`config.mk`:
```
export PLATFORM = sky130hd
export DESIGN_NAME = conv_window_sequencer_flat
export DESIGN_NICKNAME = d
export VERILOG_FILES = /design/src/rtl/conv_window_sequencer_if.sv /design/src/rtl/conv_window_sequencer.sv /design/src/flat_wrapper.sv
export SDC_FILE = /design/constraint.sdc
export NUM_CORES = 1
export LEC_CHECK = 0
export BUFFER_PORTS_ARGS = -buffer_cell sky130_fd_sc_hd__buf_2
export CAP_MARGIN = 10
export CELL_PAD_IN_SITES_DETAIL_PLACEMENT = 0
export CELL_PAD_IN_SITES_GLOBAL_PLACEMENT = 1
export CORE_MARGIN = 5
export CORE_UTILIZATION = 40
export CTS_CLUSTER_DIAMETER = 200
export DETAILED_ROUTE_END_ITERATION = 10
export GPL_ROUTABILITY_DRIVEN = 0
export PLACE_DENSITY = 0.9
export SYNTH_ARGS = -nofsm -noshare
export SYNTH_HDL_FRONTEND = slang
export SYNTH_SLANG_ARGS = --single-unit
```
`constraint.sdc`:
```
create_clock -name clk -period 4.64 [get_ports clk]
set_clock_uncertainty 0.05 [all_clocks]
set_input_delay 0.928 -clock clk [delete_from_list [all_inputs] [get_ports clk]]
set_output_delay 0.928 -clock clk [all_outputs]
set_load 0.01 [all_outputs]
```
`src/rtl/conv_window_sequencer_if.sv`:
```
// rtl/conv_window_sequencer_if.sv - control, product-stream, accumulator and result signals of the window sequencer
interface conv_window_sequencer_if #(
  parameter int DATA_W = 32,
  parameter int CNT_W  = 16
);
  logic              start;
  logic [CNT_W-1:0]  num_windows;
  logic              busy;
  logic              done;
  logic              pix_valid;
  logic              pix_ready;
  logic [DATA_W-1:0] pix_data;
  logic              acc_clear;
  logic              acc_en;
  logic [DATA_W-1:0] acc_in;
  logic [DATA_W-1:0] acc_out;
  logic              out_valid;
  logic              out_ready;
  logic [DATA_W-1:0] out_data;
  logic              out_ovf;

  modport master (
    output start, num_windows, pix_valid, pix_data, acc_out, out_ready,
    input  busy, done, pix_ready, acc_clear, acc_en, acc_in, out_valid, out_data, out_ovf
  );

  modport slave (
    input  start, num_windows, pix_valid, pix_data, acc_out, out_ready,
    output busy, done, pix_ready, acc_clear, acc_en, acc_in, out_valid, out_data, out_ovf
  );
endinterface

```
`src/rtl/conv_window_sequencer.sv`:
```
// rtl/conv_window_sequencer.sv - sequences an external accumulator through KSIZE*KSIZE-term windows of a frame
// Define CONV_SEQ_OVF_EN to add per-window sticky signed-overflow detection on out_ovf.
module conv_window_sequencer #(
  parameter int DATA_W = 32,
  parameter int KSIZE  = 3,
  parameter int CNT_W  = 16
) (
  input  logic                  clk,
  input  logic                  reset,
  conv_window_sequencer_if.slave bus
);
  localparam int TAPS  = KSIZE * KSIZE;
  localparam int TAP_W = $clog2(TAPS + 1);

  typedef enum logic [2:0] {S_IDLE, S_CLEAR, S_ACCUM, S_SETTLE, S_OUT} state_t;

  state_t            state_q;
  logic [CNT_W-1:0]  count_q;
  logic [CNT_W-1:0]  win_q;
  logic [TAP_W-1:0]  tap_q;
  logic              busy_q;
  logic              done_q;
  logic              pix_ready_q;
  logic              acc_clear_q;
  logic              out_valid_q;
  logic [DATA_W-1:0] out_data_q;

  logic accept_d;
  logic tap_last_d;
  logic win_last_d;

  assign accept_d   = pix_ready_q && bus.pix_valid;
  assign tap_last_d = (tap_q == TAP_W'(TAPS - 1));
  assign win_last_d = (win_q == count_q - CNT_W'(1));

  assign bus.busy      = busy_q;
  assign bus.done      = done_q;
  assign bus.pix_ready = pix_ready_q;
  assign bus.acc_clear = acc_clear_q;
  assign bus.acc_en    = accept_d;
  assign bus.acc_in    = bus.pix_data;
  assign bus.out_valid = out_valid_q;
  assign bus.out_data  = out_data_q;

  always_ff @(posedge clk or negedge reset) begin
    if (!reset) begin
      state_q     <= S_IDLE;
      count_q     <= '0;
      win_q       <= '0;
      tap_q       <= '0;
      busy_q      <= 1'b0;
      done_q      <= 1'b0;
      pix_ready_q <= 1'b0;
      acc_clear_q <= 1'b0;
      out_valid_q <= 1'b0;
      out_data_q  <= '0;
    end else begin
      done_q      <= 1'b0;
      acc_clear_q <= 1'b0;
      unique case (state_q)
        S_IDLE: begin
          if (bus.start) begin
            if (bus.num_windows != '0) begin
              count_q     <= bus.num_windows;
              win_q       <= '0;
              busy_q      <= 1'b1;
              acc_clear_q <= 1'b1;
              state_q     <= S_CLEAR;
            end else begin
              done_q <= 1'b1;
            end
          end
        end
        S_CLEAR: begin
          tap_q       <= '0;
          pix_ready_q <= 1'b1;
          state_q     <= S_ACCUM;
        end
        S_ACCUM: begin
          if (accept_d) begin
            tap_q <= tap_q + TAP_W'(1);
            if (tap_last_d) begin
              pix_ready_q <= 1'b0;
              state_q     <= S_SETTLE;
            end
          end
        end
        // acc_out already includes the last term here: the accumulator updated on the accepting edge
        S_SETTLE: begin
          out_data_q  <= bus.acc_out;
          out_valid_q <= 1'b1;
          state_q     <= S_OUT;
        end
        S_OUT: begin
          if (bus.out_ready) begin
            out_valid_q <= 1'b0;
            if (win_last_d) begin
              busy_q  <= 1'b0;
              done_q  <= 1'b1;
              state_q <= S_IDLE;
            end else begin
              win_q       <= win_q + CNT_W'(1);
              acc_clear_q <= 1'b1;
              state_q     <= S_CLEAR;
            end
          end
        end
        default: state_q <= S_IDLE;
      endcase
    end
  end

`ifdef CONV_SEQ_OVF_EN
  logic [DATA_W-1:0] sum_d;
  logic              term_ovf_d;
  logic              win_ovf_q;
  logic              out_ovf_q;

  assign sum_d      = bus.acc_out + bus.pix_data;
  assign term_ovf_d = (bus.acc_out[DATA_W-1] == bus.pix_data[DATA_W-1]) &&
                      (sum_d[DATA_W-1] != bus.acc_out[DATA_W-1]);

  always_ff @(posedge clk or negedge reset) begin
    if (!reset) begin
      win_ovf_q <= 1'b0;
      out_ovf_q <= 1'b0;
    end else begin
      if (state_q == S_CLEAR) begin
        win_ovf_q <= 1'b0;
      end else if (accept_d && term_ovf_d) begin
        win_ovf_q <= 1'b1;
      end
      if (state_q == S_SETTLE) begin
        out_ovf_q <= win_ovf_q;
      end
    end
  end

  assign bus.out_ovf = out_ovf_q;
`else
  assign bus.out_ovf = 1'b0;
`endif
endmodule
```
`src/flat_wrapper.sv`:
```
// flat-port wrapper written by rule: the top's interface ports become plain ports
module conv_window_sequencer_flat 
#(
  parameter int DATA_W = 32,
  parameter int KSIZE  = 3,
  parameter int CNT_W  = 16
)
  (clk, reset, bus_start, bus_num_windows, bus_pix_valid, bus_pix_data, bus_acc_out, bus_out_ready, bus_busy, bus_done, bus_pix_ready, bus_acc_clear, bus_acc_en, bus_acc_in, bus_out_valid, bus_out_data, bus_out_ovf);
  conv_window_sequencer_if #(.DATA_W(DATA_W), .CNT_W(CNT_W)) bus_i ();
  input  logic clk;
  input  logic reset;
  input wire logic [$bits(bus_i.start)-1:0] bus_start;
  input wire logic [$bits(bus_i.num_windows)-1:0] bus_num_windows;
  input wire logic [$bits(bus_i.pix_valid)-1:0] bus_pix_valid;
  input wire logic [$bits(bus_i.pix_data)-1:0] bus_pix_data;
  input wire logic [$bits(bus_i.acc_out)-1:0] bus_acc_out;
  input wire logic [$bits(bus_i.out_ready)-1:0] bus_out_ready;
  output wire logic [$bits(bus_i.busy)-1:0] bus_busy;
  output wire logic [$bits(bus_i.done)-1:0] bus_done;
  output wire logic [$bits(bus_i.pix_ready)-1:0] bus_pix_ready;
  output wire logic [$bits(bus_i.acc_clear)-1:0] bus_acc_clear;
  output wire logic [$bits(bus_i.acc_en)-1:0] bus_acc_en;
  output wire logic [$bits(bus_i.acc_in)-1:0] bus_acc_in;
  output wire logic [$bits(bus_i.out_valid)-1:0] bus_out_valid;
  output wire logic [$bits(bus_i.out_data)-1:0] bus_out_data;
  output wire logic [$bits(bus_i.out_ovf)-1:0] bus_out_ovf;
  assign bus_i.start = bus_start;
  assign bus_i.num_windows = bus_num_windows;
  assign bus_i.pix_valid = bus_pix_valid;
  assign bus_i.pix_data = bus_pix_data;
  assign bus_i.acc_out = bus_acc_out;
  assign bus_i.out_ready = bus_out_ready;
  assign bus_busy = bus_i.busy;
  assign bus_done = bus_i.done;
  assign bus_pix_ready = bus_i.pix_ready;
  assign bus_acc_clear = bus_i.acc_clear;
  assign bus_acc_en = bus_i.acc_en;
  assign bus_acc_in = bus_i.acc_in;
  assign bus_out_valid = bus_i.out_valid;
  assign bus_out_data = bus_i.out_data;
  assign bus_out_ovf = bus_i.out_ovf;
  conv_window_sequencer #(.DATA_W(DATA_W), .KSIZE(KSIZE), .CNT_W(CNT_W)) u_core (.clk(clk), .reset(reset), .bus(bus_i));
endmodule
```
# After elaboration in Yosys (flattened, before gate mapping)
# Cells that the tools add are included.
[op_classes]
addsub = 3
shift = 0
n_div = 0
magnitude_cmp = 0
bitwise = 0
n_reduce_logical = 13
mul = 0
eq_ne = 13
n_mux = 34
[ops]
columns = ["operator", "n"]
rows = [
  ["$mux W16", 4],
  ["$pmux W16 S2", 1],
  ["$add A16 B1 Y16 const B", 1],
  ["$eq A16 B16 Y1", 1],
  ["$mux W1", 16],
  ["$reduce_bool A16 Y1", 1],
  ["$sub A16 B1 Y16 const B", 1],
  ["$mux W3", 5],
  ["$pmux W3 S5", 1],
  ["$reduce_and A5 Y1", 3],
  ["$pmux W1 S2", 5],
  ["$ne A2 B2 Y1 const B", 4],
  ["$pmux W4 S2", 1],
  ["$eq A3 B2 Y1 const B", 2],
  ["$ne A2 B1 Y1 const B", 3],
  ["$reduce_and A3 Y1", 2],
  ["$reduce_bool A2 Y1", 3],
  ["$add A4 B1 Y4 const B", 1],
  ["$eq A4 B4 Y1 const B", 1],
  ["$mux W4", 1],
  ["$reduce_and A2 Y1", 2],
  ["$eq A3 B1 Y1 const B", 1],
  ["$eq A3 B3 Y1 const B", 1],
  ["$logic_not A3 Y1", 1],
  ["$logic_and A1 B1 Y1", 1],
]
[totals]
register_bits = 76
elab_cells = 73
output_inout_bits = 71
ramBits = 0
rom_bits = 0
latch_bits = 0
memories = 0

# Depth between registers and ports, before layout
# Gate-level depths: netlist of run 1.
[logic_depth]
ltp_word = 5
mapped_depth = 10
mapped_depth_nobuf = 9

# Worst setup path after synthesis of run 1
# No wires, ideal clock.
[synth_path]
kind = "input-to-reg"
start = "input bus_out_ready"
end = "register u_core.win_q[14]"
stages = 7
required_ns = 4.513
setup_ns = 0.077
n_path_buf = 0
slack_ns = 2.134
arrival_time_ns = 2.378
path_cell_list = "nand2_1 -> nor3_1 -> nand2_1 -> nor2_1 -> nand4_1 -> or3_2 -> a21oi_1"
[synth_between]
elab_chain_len = 2
[synth_rtl]
columns = ["item", "line_no", "text"]
rows = [
  ["start: declaration", "flat_wrapper.sv:17", "input wire logic [$bits(bus_i.out_ready)-1:0] bus_out_ready;"],
  ["$ne A2 B2 Y1 (no source line)", "-", ""],
  ["$reduce_and A5 Y1 (no source line)", "-", ""],
  ["end signal: assignment", "conv_window_sequencer.sv:102", "win_q <= win_q + CNT_W'(1);"],
  ["end: declaration", "conv_window_sequencer.sv:19", "logic [CNT_W-1:0] win_q;"],
]
# No other way between the ends.
# A chain may end at the register's enable or synchronous reset.

# Final worst setup path of run 1
[layout_path]
start = "register u_core.count_q[0]"
end = "register u_core.win_q[0]"
[layout_between]
elab_chain_len = 4
[layout_rtl]
columns = ["item", "line_no", "text"]
rows = [
  ["start: declaration", "conv_window_sequencer.sv:18", "logic [CNT_W-1:0] count_q;"],
  ["start signal: assignment", "conv_window_sequencer.sv:64", "count_q <= bus.num_windows;"],
  ["$sub A16 B1 Y16", "conv_window_sequencer.sv:34", "assign win_last_d = (win_q == count_q - CNT_W'(1));"],
  ["$eq A16 B16 Y1", "conv_window_sequencer.sv:34", ""],
  ["$ne A2 B2 Y1 (no source line)", "-", ""],
  ["$reduce_and A5 Y1 (no source line)", "-", ""],
]
# No other way between the ends.

==> impl_metrics.json, run 1 <==
{
  "status": "finished, final reports clean",
  "rsz0062_at_grt": "false",
  "p_int_w": 0.00177,
  "seqCellArea_um2": 1900,
  "grt_pass1_vias": 3425,
  "ant_nets": 0,
  "max-vdd-ir-drop_v": 0.000416,
  "grt_usage_pct": 15.9,
  "die_h_um": 113,
  "cts_resized": 0,
  "clk_path_buf_depth": 2,
  "hold_class": "flop to flop",
  "syn_inst": 428,
  "yosys_register_bits": 76,
  "drt_pass1_iterations": 4,
  "ys_seq_area_share_pct": 44.6,
  "r2r_cells": 9,
  "syn_avg_cell_area_um2": 9.97,
  "crit_fanout": 11,
  "slowest_delay_ns": 0.48,
  "p_sw_w": 0.00114,
  "synth_edf_count": 0,
  "ioPinCount": 156,
  "multi_input_area_um2": 1970,
  "maxSlewViolCount": 0,
  "yosysMostFrequentCell": "dfrtp_1",
  "hold_buffers": 0,
  "min_path_cells": 1,
  "synth-main-ff-cell": "dfrtp_1",
  "fillers": 992,
  "async_flop_share_pct": 100,
  "yosys-top-cells-area": "dfrtp_1, mux2_2, nand2_1",
  "insertion_delay_ns": 0.35,
  "p_leak_nw": 2.25,
  "maxCapViolCount": 0,
  "worstPathCellList": "inv_1 > ha_1 > nor4b_2 > a21oi_1 > nor4_1 > o211a_1 > nand4b_1 > nand2_1 > mux2i_1",
  "rows": 37,
  "fin_total_pwr_w": 0.00291,
  "syn-num-nets": 517,
  "crit_required_ns": 4.86,
  "cp-start-kind": "flop",
  "drt_iter0_markers": 343,
  "worst_slew_pin_slew_ns": 1.10,
  "p_seq_share_pct": 40.6,
  "hold_viol_final": 0,
  "fin_nets": 568,
  "clockPowerShare_pct": 18.7,
  "routed_wl_mm": 9.75,
  "die_area_um2": 12800,
  "antenna_found_initial": 0,
  "drc": 0,
  "post_cts_buffers": 0,
  "yosysTopAreaCellShare_pct": 44.6,
  "netlist_area_um2": 4270,
  "dp_hpwl_mm": 7.41,
  "portBuffers": 90,
  "swShare_pct": 39.1,
  "path_class": "flop to flop",
  "setup_violations": 0,
  "design.core.area_um2": 10400,
  "clkTransAtPathRegs_ns": 0.08,
  "grt_max_degree": 77,
  "cts_made_buffers": 9,
  "worst_ep_arrival_time_ns": 3.49,
  "cts_root_buf": "clkbuf_8",
  "synth_commonest_cells": "dfrtp_1, nand2_1, mux2_2",
  "syn_to_final_growth_pct": 11.8,
  "cellPowerDensity_nw_per_um2": 609,
  "drive_gt1_share_pct": 33.1,
  "gr-total-overflow": 0,
  "setup_tns_ns": 0,
  "comb_power_share_pct": 40.7,
  "cpMaxStageDelayCell": "nor4_1",
  "ys_warn_count": 0,
  "antenna_cells": 0,
  "post-route-min-period_ns": 3.26,
  "max_clock_freq_ghz": 0.306,
  "cts_tree": "built",
  "clock_sinks": 76,
  "yosysUniqueCellTypes": 60,
  "critPathCaptureType": "flop",
  "grt_pass1_wl_mm": 16.6,
  "wire_per_inst_um": 15.7,
  "h-tree-depth": 3,
  "start_util_pct": 41.2,
  "drt-vias-per-instance": 5.36,
  "dr_total_vias": 3326,
  "period_share_pct": 70.4,
  "slew_headroom_pct": 26.4,
  "die_x_um": 113,
  "yosysTopAreaCell": "dfrtp_1"
}
-- cell usage in the layout, fill, tap and decap left out, drive strengths merged, types with 12 or more instances in the layout --
cell type,n
buf,91
nor2,14
clkbuf,13
o21ai,15
xnor2,12
mux2,34
dfrtp,76
nand2,73
-- sequential cells by signal (all words and copies together), names as in the netlist, 3 cells and up --
register	cells
u_core.tap_q	4
u_core.bus.out_data	32
u_core.state_q	3
u_core.win_q	16
u_core.count_q	16
-- cell type report --
| cell class | instances | area share (%) |
|---|---|---|
| Clock buffer | 13 | 3.75 |
| Clock inverter | 3 | 0.892 |
| Inverter | 11 | 0.866 |
| Multi-Input combinational cell | 290 | 41.4 |
| Sequential cell | 76 | 39.9 |
| Tap cell | 136 | 3.57 |
| Timing Repair Buffer | 91 | 9.65 |
-- power groups by stage --
stage | registers, W | logic [W] | clock network, W
after floorplan | 0.00115 | 0.000865 | 0
after global placement | 0.00117 | 0.00115 | 0
after detailed placement | 0.00118 | 0.00119 | 0
after CTS | 0.00118 | 0.00120 | 0.000555
after global routing | 0.00123 | 0.00132 | 0.000587
final | 0.00118 | 0.00118 | 0.000543
-- layer usage --
metal	vias to the layer above	GRT usage (%)	part of all wire (%)
li1	1577	-	-
met1	1607	20.0	42
met5	-	0	0
met3	15	5.45	9.6
met4	0	6.33	1.5
met2	127	25.0	47
-- metrics by stage --
step	cell area, um2	setup slack [ns]	std cells	hold slack, ns	utilization [%]
after floorplan	4270	2.13	428	0.415	-
after global placement	4550	1.43	604	0.421	43.9
after detailed placement	4550	1.43	604	0.438	43.9
after CTS	4770	1.43	620	0.455	46.0
after global routing	4770	1.15	620	0.464	46.0
final	4770	1.38	620	0.454	46.0
-- critical path, delay by kind of cell, from the launching register on --
| family | cells | cell delay (ns) |
|---|---|---|
| AOI/OAI and AO/OA | 2 | 0.37 |
| adders and majority gates | 1 | 0.25 |
| DFF | 1 | 0.46 |
| and+or+nand+nor | 4 | 1.74 |
| buffers and inverters | 1 | 0.11 |
| muxes | 1 | 0.22 |
-- final timing paths --
kind | slack, ns | startpoint | end
setup / recovery | 1.38 | u_core.count_q[0] | u_core.win_q[0]
hold / removal | 0.45 | u_core.bus.out_data[21] | u_core.bus.out_data[21]
max in group asynchronous | 3.27 | reset | u_core.bus.out_data[11]
min in group asynchronous | 0.67 | reset | u_core.bus.out_data[31]
hold reg to reg | 0.45 | u_core.bus.out_data[21] | u_core.bus.out_data[21]
setup reg to reg | 1.38 | u_core.count_q[0] | u_core.win_q[0]
-- kinds of logic (layout without fill, tap and decap cells) --
group           count (synthesis)  after routing  synth area share, %
mux                            45             45                 11.6
buf+inv                        62            118                 9.18
fa+ha+maj                       4              4                 1.17
simple gates                  167            167                 20.7
other cells                     1              1               0.0879
xor+xnor                       20             20                 4.10
flops                          76             76                 44.6
compound gates                 53             53                 8.68
Power figures use the tool's default switching activity.
==> run 2: changes to the inputs <==
--- a/config.mk
+++ b/config.mk
@@ -10,11 +10,11 @@
 export CELL_PAD_IN_SITES_DETAIL_PLACEMENT = 0
 export CELL_PAD_IN_SITES_GLOBAL_PLACEMENT = 1
 export CORE_MARGIN = 5
-export CORE_UTILIZATION = 40
+export CORE_UTILIZATION = 34
 export CTS_CLUSTER_DIAMETER = 200
 export DETAILED_ROUTE_END_ITERATION = 10
 export GPL_ROUTABILITY_DRIVEN = 0
-export PLACE_DENSITY = 0.9
+export PLACE_DENSITY = 0.82
 export SYNTH_ARGS = -nofsm -noshare
 export SYNTH_HDL_FRONTEND = slang
 export SYNTH_SLANG_ARGS = --single-unit
==> constraint.sdc (replaced) <==
create_clock -name clk -period 2.9 [get_ports clk]
set_clock_uncertainty 0.05 [all_clocks]
set_input_delay 0.58 -clock clk [delete_from_list [all_inputs] [get_ports clk]]
set_output_delay 0.58 -clock clk [all_outputs]
set_load 0.01 [all_outputs]
==> run 2 against run 1 <==
Against the previous run:
- flip-flop and latch count is the same
- combinational power grew 74%
- critical path depth grew 1
- clock power grew 83%
- die area grew 16%
- setup slack lost 1.2 ns
- first-iteration DRC count shrank 30%
- sequential share of layout area shrank 1.9 points
==> impl_metrics.json, run 2 (synthesis gave the netlist of run 1 again) <==
{
  "status": "finished, final reports clean",
  "die_area_um2": 14900,
  "cts_root_buf": "clkbuf_16",
  "clk_path_buf_depth": 2,
  "largest_reg_flops": 32,
  "clkTransAtPathRegs_ns": 0.06,
  "slew_headroom_pct": 37.9,
  "ant_nets": 0,
  "dpl-instance-area_um2": 4700,
  "crit_required_ns": 3.10,
  "dp.cells": 654,
  "cellPowerDensity_nw_per_um2": 984,
  "drt-vias-per-instance": 5.02,
  "grt_usage_pct": 14.4,
  "cp-start-kind": "flop",
  "portBuffers": 90,
  "path_buf_inv": 2,
  "max-vdd-ir-drop_v": 0.000592,
  "syn_to_final_growth_pct": 17.3,
  "post-route-min-period_ns": 2.73,
  "p_leak_nw": 2.36,
  "worst_ep_arrival_time_ns": 2.94,
  "grt_pass1_wl_mm": 17.2,
  "fin_total_pwr_w": 0.00493,
  "wire_per_inst_um": 15.3,
  "cts_made_buffers": 9,
  "drc": 0,
  "finalWorstSetupSlack_ns": 0.166,
  "worstPathCellList": "inv_1 > ha_2 > nor4b_4 > nand4_1 > xnor2_2 > o211ai_1 > nor4_4 > buf_4 > or4_1 > a21oi_1",
  "drt_pass1_iterations": 4,
  "antenna_cells": 0,
  "drt_iter0_markers": 240,
  "cts_tree": "built",
  "fin_nets": 584,
  "drive_gt1_share_pct": 35.7,
  "maxSlewViolCount": 0,
  "max_clock_freq_ghz": 0.366,
  "die_h_um": 122,
  "ioPinCount": 156,
  "design.core.area_um2": 12500,
  "die_x_um": 122,
  "insertion_delay_ns": 0.33,
  "fin_cells": 670,
  "antenna_found_initial": 1,
  "rows": 41,
  "maxCapViolCount": 0,
  "dp_slack_ns": 0.0124,
  "hold_class": "input pin to asynchronous set/reset pin",
  "grt_max_degree": 77,
  "routed_wl_mm": 10.2,
  "final_cell_area_um2": 5010,
  "crit_fanout": 10,
  "start_util_pct": 34.2,
  "final_common_cell": "buf_2",
  "dr_total_vias": 3366,
  "fin_util_pct": 40.2,
  "cpMaxStageDelayCell": "or4_1",
  "worst_slew_pin_slew_ns": 0.931,
  "critPathCaptureType": "flop",
  "hold_viol_final": 0,
  "slowest_delay_ns": 0.51,
  "setup_violations": 0,
  "dp_hpwl_mm": 7.65,
  "h-tree-depth": 3,
  "clock_sinks": 76,
  "gr-total-overflow": 0,
  "grt_pass1_vias": 3528,
  "final_cell_mix": "buf_2, dfrtp_1, nand2_1",
  "period_share_pct": 94.3,
  "path_class": "flop to flop",
  "crit_family": "simple AND/OR/NAND/NOR gates"
}
run 2: cell count changes in the layout (fill, tap and decap cells not counted), moves of 2 or more:
cell / change
clkbuf_16: +9
buf_4: +16
clkbuf_8: -12
clkbuf_1: +2
run 2: where the power goes:
| part | total [W] | switching, W | leakage [nW] | internal, W |
|---|---|---|---|---|
| logic | 0.00205 | 0.00107 | 1.29 | 0.000979 |
| clock network | 0.000992 | 0.000401 | 0.125 | 0.000591 |
| registers | 0.00188 | 0.000422 | 0.940 | 0.00146 |
| total | 0.00493 | 0.00190 | 2.36 | 0.00303 |
run 2: final timing paths:
kind	start	depth (start not counted)	endpoint	slack, ns
min reg2reg	u_core.bus.busy	1	u_core.bus.busy	0.45
max	u_core.count_q[0]	10	u_core.win_q[15]	0.17
max reg2reg	u_core.count_q[0]	10	u_core.win_q[15]	0.17
min in group clk	bus_num_windows[15]	3	u_core.count_q[15]	0.41
min	reset	1	u_core.bus.out_data[2]	0.35
max in group asynchronous	reset	1	u_core.count_q[0]	1.80
run 2: worst reg2reg max path: cells and delay by family, from the launching register on:
kind / cells / cell delay [ns]
flops: 1 / 0.44
fa+ha+maj: 1 / 0.23
xor+xnor: 1 / 0.21
buf+inv: 2 / 0.26
simple gates: 4 / 1.14
compound gates: 2 / 0.32
run 2: through the flow:
| stage | hold slack [ns] | TNS [ns] |
|---|---|---|
| after floorplan | 0.234 | 0 |
| after global placement | 0.429 | 0 |
| after detailed placement | 0.433 | 0 |
| after CTS | 0.383 | 0 |
| after global routing | 0.406 | -0.0616 |
| final | 0.349 | 0 |
run 2: what timing repair did:
item,in CTS,in global routing
hold buffers,0,0
endpoints found under the setup margin,3,17
resized for setup,1,6
pin swaps,0,1
setup buffers,0,2
run 2: routing by layer:
| layer | wire length (um) | global-route usage [%] | vias up |
|---|---|---|---|
| li1 | - | - | 1592 |
| met4 | 308 | 7.00 | 2 |
| met3 | 864 | 5.29 | 31 |
| met5 | 11 | 0 | - |
| met2 | 4790 | 22.0 | 131 |
| met1 | 4260 | 18.1 | 1610 |
run 2: cell type report:
type                            instances  area, um2
Clock buffer                           12        246
Tap cell                              172        215
Inverter                               11       41.3
Clock inverter                          2       12.5
Multi-Input combinational cell        290       2010
Timing Repair Buffer                  107        581
Fill cell                            1226       7460
Sequential cell                        76       1900
